===== config.mk =====
export PLATFORM = sky130hd
export DESIGN_NAME = fp_to_twoc_seq
export DESIGN_NICKNAME = d
export VERILOG_FILES = /design/src/rtl/fp_to_twoc_seq_pkg.sv /design/src/rtl/fp_to_twoc_seq.sv
export SDC_FILE = /design/constraint.sdc
export NUM_CORES = 1
export LEC_CHECK = 0
export CAP_MARGIN = 10
export CORE_MARGIN = 2
export CORE_UTILIZATION = 60
export DETAILED_ROUTE_END_ITERATION = 16
export DONT_BUFFER_PORTS = 1
export PLACE_DENSITY = 0.85
export SYNTH_ARGS = -nofsm -noshare
export SYNTH_HDL_FRONTEND = slang
export SYNTH_SLANG_ARGS = --single-unit

===== constraint.sdc =====
create_clock -name clk -period 2 [get_ports clk]
set_input_delay 0.2 -clock clk [delete_from_list [all_inputs] [get_ports clk]]
set_output_delay 0.2 -clock clk [all_outputs]
set_load 0.02 [all_outputs]

===== src/rtl/fp_to_twoc_seq_pkg.sv =====
// Shared definitions for the compact FP {S, E, F} <-> two's-complement converters:
// default field widths and the converter FSM state encoding.
package fp_to_twoc_seq_pkg;

    localparam int unsigned DEF_EXP_W  = 3;
    localparam int unsigned DEF_MANT_W = 4;
    localparam int unsigned DEF_OUT_W  = 12;

    typedef enum logic [1:0] {
        ST_IDLE  = 2'd0,
        ST_SHIFT = 2'd1,
        ST_NEG   = 2'd2,
        ST_DONE  = 2'd3
    } conv_state_e;

endpackage


===== src/rtl/fp_to_twoc_seq.sv =====
// Sequential decoder: compact FP {S, E, F} to OUT_W-bit two's complement,
// D = (-1)^S * F * 2^E, one shift per clock, ready/valid on both sides.
module fp_to_twoc_seq
    import fp_to_twoc_seq_pkg::*;
#(
    parameter int unsigned EXP_W  = DEF_EXP_W,
    parameter int unsigned MANT_W = DEF_MANT_W,
    parameter int unsigned OUT_W  = DEF_OUT_W
) (
    input  logic              clk,
    input  logic              rst,
    input  logic              in_valid,
    output logic              in_ready,
    input  logic              S,
    input  logic [EXP_W-1:0]  E,
    input  logic [MANT_W-1:0] F,
    output logic              out_valid,
    input  logic              out_ready,
    output logic [OUT_W-1:0]  D
);

    localparam int unsigned MIN_OUT_W = MANT_W + (32'd1 << EXP_W);

    // Largest magnitude must fit without touching the sign bit.
    if (OUT_W < MIN_OUT_W) begin : g_width_check
        $error("fp_to_twoc_seq: OUT_W too small for EXP_W/MANT_W");
    end

    conv_state_e        state_q, state_d;
    logic [OUT_W-1:0]   mag_q,   mag_d;
    logic [EXP_W-1:0]   cnt_q,   cnt_d;
    logic               sgn_q,   sgn_d;
    logic [OUT_W-1:0]   d_q,     d_d;

    always_ff @(posedge clk) begin
        if (rst) begin
            state_q <= ST_IDLE;
            mag_q   <= '0;
            cnt_q   <= '0;
            sgn_q   <= 1'b0;
            d_q     <= '0;
        end else begin
            state_q <= state_d;
            mag_q   <= mag_d;
            cnt_q   <= cnt_d;
            sgn_q   <= sgn_d;
            d_q     <= d_d;
        end
    end

    always_comb begin
        state_d = state_q;
        mag_d   = mag_q;
        cnt_d   = cnt_q;
        sgn_d   = sgn_q;
        d_d     = d_q;
        unique case (state_q)
            ST_IDLE: begin
                // Inputs are captured only here; later changes cannot reach D.
                if (in_valid) begin
                    mag_d   = OUT_W'(F);
                    cnt_d   = E;
                    sgn_d   = S;
                    state_d = ST_SHIFT;
                end
            end
            ST_SHIFT: begin
                if (cnt_q != '0) begin
                    mag_d = mag_q << 1;
                    cnt_d = cnt_q - EXP_W'(1);
                end else begin
                    state_d = ST_NEG;
                end
            end
            ST_NEG: begin
                // Negating a zero magnitude yields zero, so -0 never appears.
                d_d     = sgn_q ? (~mag_q + OUT_W'(1)) : mag_q;
                state_d = ST_DONE;
            end
            ST_DONE: begin
                if (out_ready) begin
                    state_d = ST_IDLE;
                end
            end
            default: state_d = ST_IDLE;
        endcase
    end

    assign in_ready  = (state_q == ST_IDLE);
    assign out_valid = (state_q == ST_DONE);
    assign D         = d_q;

endmodule


Word level (Yosys, flattened, before mapping)
Cells that the tools add are included.

Reductions and logical operators: 6. Equal/unequal tests: 7. Add/sub/neg operators: 2. Bitwise operators: 1. Mux-type cells: 11.

Operators with widths (number): 2-to-1 mux 12 bit (3); case mux 12 bit (2 select lines) (1); adder 12 x 1 -> 12 bit (second input constant) (1); inverter 12 bit (1); case mux 2 bit (4 select lines) (1); 2-to-1 mux 2 bit (3); 2-to-1 mux 3 bit (2); != test 2 bit (second input constant) (3); case mux 3 bit (2 select lines) (1); AND reduction 3 bit (2); == test 2 bit (second input constant) (2); nonzero test 3 bit (1); subtractor 3 x 1 -> 3 bit (second input constant) (1); == test 2 x 1 -> 1 bit (second input constant) (1); logical NOT 2 bit (1); != test 2 x 1 -> 1 bit (second input constant) (1); AND reduction 2 bit (1); nonzero test 2 bit (1).

Register bits after elaboration: 30. Output and inout bits: 14. Logic and storage cells: 32. Input port bits: 12.

Longest topological paths before layout
Word-level depth: 3. Gate-level depth with buffers: 8. Gate-level depth less buffers: 6.

Worst setup path before layout
OpenSTA, ideal clock, no wires.

Kind: reg-to-reg. Start point: register state_q[0]. End point: register mag_q[0]. Setup time: 0.070 ns. Required time: 1.930 ns. Setup slack: 0.255 ns. Buffers on the path: 2. Stages on the path, launching flop included: 8. Data arrival time: 1.675 ns. Period minus slack after synthesis: 1.745 ns. Cells stage by stage: dfxtp_1 > inv_1 > ha_1 > nor2b_1 > clkbuf_1 > clkbuf_1 > o31ai_1 > a21oi_1.

Cells in the longest elaborated chain, start to end: 3. Elaborated cells between the ends (all ways): 7. Classes of those cells: 3 x eq/ne; 1 x mux; 3 x reduce/logical.

Ends and longest elaborated chain: start: declaration (line fp_to_twoc_seq.sv:29) `conv_state_e state_q, state_d;`; start signal: assignment (line fp_to_twoc_seq.sv:43) `state_q <= state_d;`; logical NOT 2 bit (*); via in_ready (line fp_to_twoc_seq.sv:13) `output logic in_ready,`; != test 2 bit (no source line) or nonzero test 2 bit (tied branches); AND reduction 3 bit (no source line); end signal: assignment (line fp_to_twoc_seq.sv:44) `mag_q <= mag_d;`; end: declaration (line fp_to_twoc_seq.sv:30) `logic [OUT_W-1:0] mag_q, mag_d;`.

Mark *: on every way through the listed nets, which the timed path passes. The rest lies on a longest branch. A chain may end at the register's enable or synchronous reset.

Final worst setup path
Start point: register state_q[1]. End point: register mag_q[9].

Cells in the longest elaborated chain, start to end: 3. Elaborated cells between the ends (all ways): 7. Classes of those cells: 3 x eq/ne; 1 x mux; 3 x reduce/logical.

Ends and longest elaborated chain: == test 2 x 1 -> 1 bit or logical NOT 2 bit (tied branches) (line fp_to_twoc_seq.sv:57) `unique case (state_q)`; != test 2 bit (no source line) or nonzero test 2 bit (tied branches); AND reduction 3 bit (no source line).

Parallel ways exist; a longest one is shown, timed or not.

==> flow_summary.json <==
{
  "yosys-top-cells-count": "dfxtp_1, clkbuf_1, inv_1, a21oi_1, o31ai_1",
  "synth_seq_cells": 30,
  "finalSetupTns_ns": 0,
  "maxCapViolations": 0,
  "r2r_slack_ns": 0.17,
  "wl_um": 4090,
  "post-route-period-util_pct": 91.6,
  "drc_errors": 0,
  "ios": 26,
  "syn-instance-count": 219,
  "dp_cells": 235,
  "grt_util_all_layers_pct": 25.0,
  "layout-drive-gt1-share_pct": 13.1,
  "die_area_um2": 3490,
  "syn_to_final_growth_pct": 4.94,
  "die_width_um": 59.1,
  "synth_edf_count": 0,
  "start_kind": "flop",
  "cp-startpoint": "state_q[1]",
  "crit_top_cell": "buf_4",
  "htreeDepth": 2,
  "pwr-share-seq_pct": 35.4,
  "num_rows": 19,
  "cp.depth": 7,
  "rsz0062_at_grt": "no",
  "yosysSeqAreaShare_pct": 33.0,
  "hold_viol_final": 0,
  "end_kind": "flop",
  "yosysUniqueCellTypes": 48,
  "synth_top_area_share_pct": 33.0,
  "leakage_nw": 0.674,
  "power.switching_mw": 1.17,
  "grt_pass1_wl_um": 6640,
  "slew_headroom_pct": 36.0,
  "synth_fp_nets": 239,
  "pwr-share-comb_pct": 49.4,
  "final_net_count": 233,
  "crit_slowest_cell": "dfxtp_1",
  "clk_latency_ns": 0.34,
  "cp_max_fo": 8,
  "holdWs_ns": 0.0156,
  "die_h_um": 59.1,
  "layout_setup_ws_ns": 0.168,
  "viasPerCell": 6.70,
  "p_clk_share_pct": 15.2,
  "initial_core_util_pct": 64.4,
  "wl_per_cell_um": 16.7,
  "gp_congestion": 0.813,
  "grt_max_degree": 27,
  "fin_cells": 245,
  "dr_total_vias": 1642,
  "cts_tree": "yes",
  "path_buf_inv": 3,
  "status": "completed",
  "firstDrtPassIters": 4,
  "hp-class": "in -> reg",
  "synthTopCellsByArea": "dfxtp_1, ha_1, o31ai_1, nand4_1, a21oi_1",
  "crit_arrival_ns": 2.10,
  "pre_cts_slack_ns": 0.0502,
  "clk_path_buf_depth": 2,
  "skew_ns": 0.0122,
  "hpwl_um": 2770,
  "cts-root-buf": "clkbuf_4",
  "drv_slew": 0,
  "r2r-end": "mag_q[9]",
  "grt_pass1_vias": 1565,
  "timing.rr.start": "state_q[1]",
  "crit_end": "mag_q[9]",
  "rr_worst_depth": 7,
  "crit_family": "buffers and inverters",
  "diodes": 0,
  "syn_avg_cell_area_um2": 8.32,
  "drt-initial-drc-count": 82,
  "path_cells": "inv_1 -> ha_2 -> buf_4 -> nor2b_1 -> buf_4 -> nand4_1 -> a21oi_1",
  "core_area_um2": 2830,
  "cts.clk_slew.worst_paths_ns": 0.10,
  "cts_buffers": 5,
  "p_int_mw": 1.40,
  "critical_path_required_ns": 2.27,
  "period_needed_ns": 1.83,
  "portBuffers": 0,
  "vdd_drop_max_uv": 911,
  "cts_num_sinks": 30,
  "worst_slew_pin_slew_ns": 0.957,
  "power_mw": 2.56,
  "ys.flop_type": "dfxtp_1",
  "post-synth-top-count-cell": "dfxtp_1",
  "max_stage_delay_ns": 0.35,
  "crit_type": "reg -> reg",
  "yosys.area.top_type": "dfxtp_1",
  "fmax_mhz": 546,
  "p_sw_share_pct": 45.5,
  "async_reset_ff_share_pct": 0,
  "power_density_nw_per_um2": 1340,
  "grt_overflow": 0,
  "ys_warn_count": 0,
  "syn_area_um2": 1820,
  "antenna_left": 0,
  "antenna_found_initial": 0,
  "setup_viol": 0
}
## worst min path at each step
stage,startpoint,endpoint,slack [ns],cells after the start
after detailed placement,rst,mag_q[7],0.27,1
final,in_valid,sgn_q,0.02,2
after floorplan,S,sgn_q,0.35,2
after global placement,rst,cnt_q[0],0.27,1
after global routing,in_valid,sgn_q,0.02,2
after CTS,in_valid,sgn_q,0.008,2
## placed cells by master, fill, tap and decap left out, types with 5 or more instances in the layout
cell type / n
inv_1: 14
clkbuf_4: 5
nor3_1: 5
a21oi_1: 13
nand2b_1: 5
nand2_1: 7
a31oi_1: 7
buf_4: 8
a211oi_1: 5
nand4_1: 12
mux2i_1: 5
o31ai_1: 13
ha_1: 7
nor2_1: 9
dfxtp_1: 30
## final cells by class
class	count	area (um2)
Clock inverter	1	5.00
Timing Repair Buffer	10	80.1
Sequential cell	30	601
Clock buffer	7	55.1
Tap cell	31	38.8
Fill cell	230	917
Multi-Input combinational cell	152	1080
Inverter	14	52.6
## power by group through the flow
stage,combinational [mW],sequential [mW],clock [mW]
3_5_place_dp,1.23,0.920,0
3_3_place_gp,1.15,0.909,0
2_1_floorplan,1.02,0.865,0
4_1_cts,1.24,0.906,0.395
5_1_grt,1.41,0.926,0.420
6_report,1.27,0.906,0.390
## stage by stage
| step | cell area, um2 | util (%) |
|---|---|---|
| global route | 1910 | 67.6 |
| detailed placement | 1820 | 64.5 |
| floorplan | 1820 | - |
| global placement | 1820 | 64.5 |
| finish | 1910 | 67.6 |
| CTS | 1900 | 67.3 |
## registers in the layout (all words and copies together), names as in the netlist
name     count
mag_q       12
D           12
sgn_q        1
cnt_q        3
state_q      2
## cell families after synthesis
family / share of synthesized area, %
xor+xnor: 0.962
fa+ha+maj: 5.49
mux: 5.22
compound gates: 20.7
flops: 33.0
simple gates: 26.5
buf+inv: 8.17
## metal layers
layer  global-route usage, %  up-vias  routed length, um
li1                        -      810                  -
met1                    27.4      753               1730
met2                    44.6       73               2020
met3                    5.46        6                286
met4                    13.3        0                 57
met5                       0        -                  0
## timing repair
item                                    in CTS  in global routing
endpoints found under the hold margin       26                  0
gates resized for setup                      0                  3
endpoints found under the setup margin       0                 17
setup buffers                                0                  0
hold buffers                                 2                  0
Power figures use the tool's default switching activity.
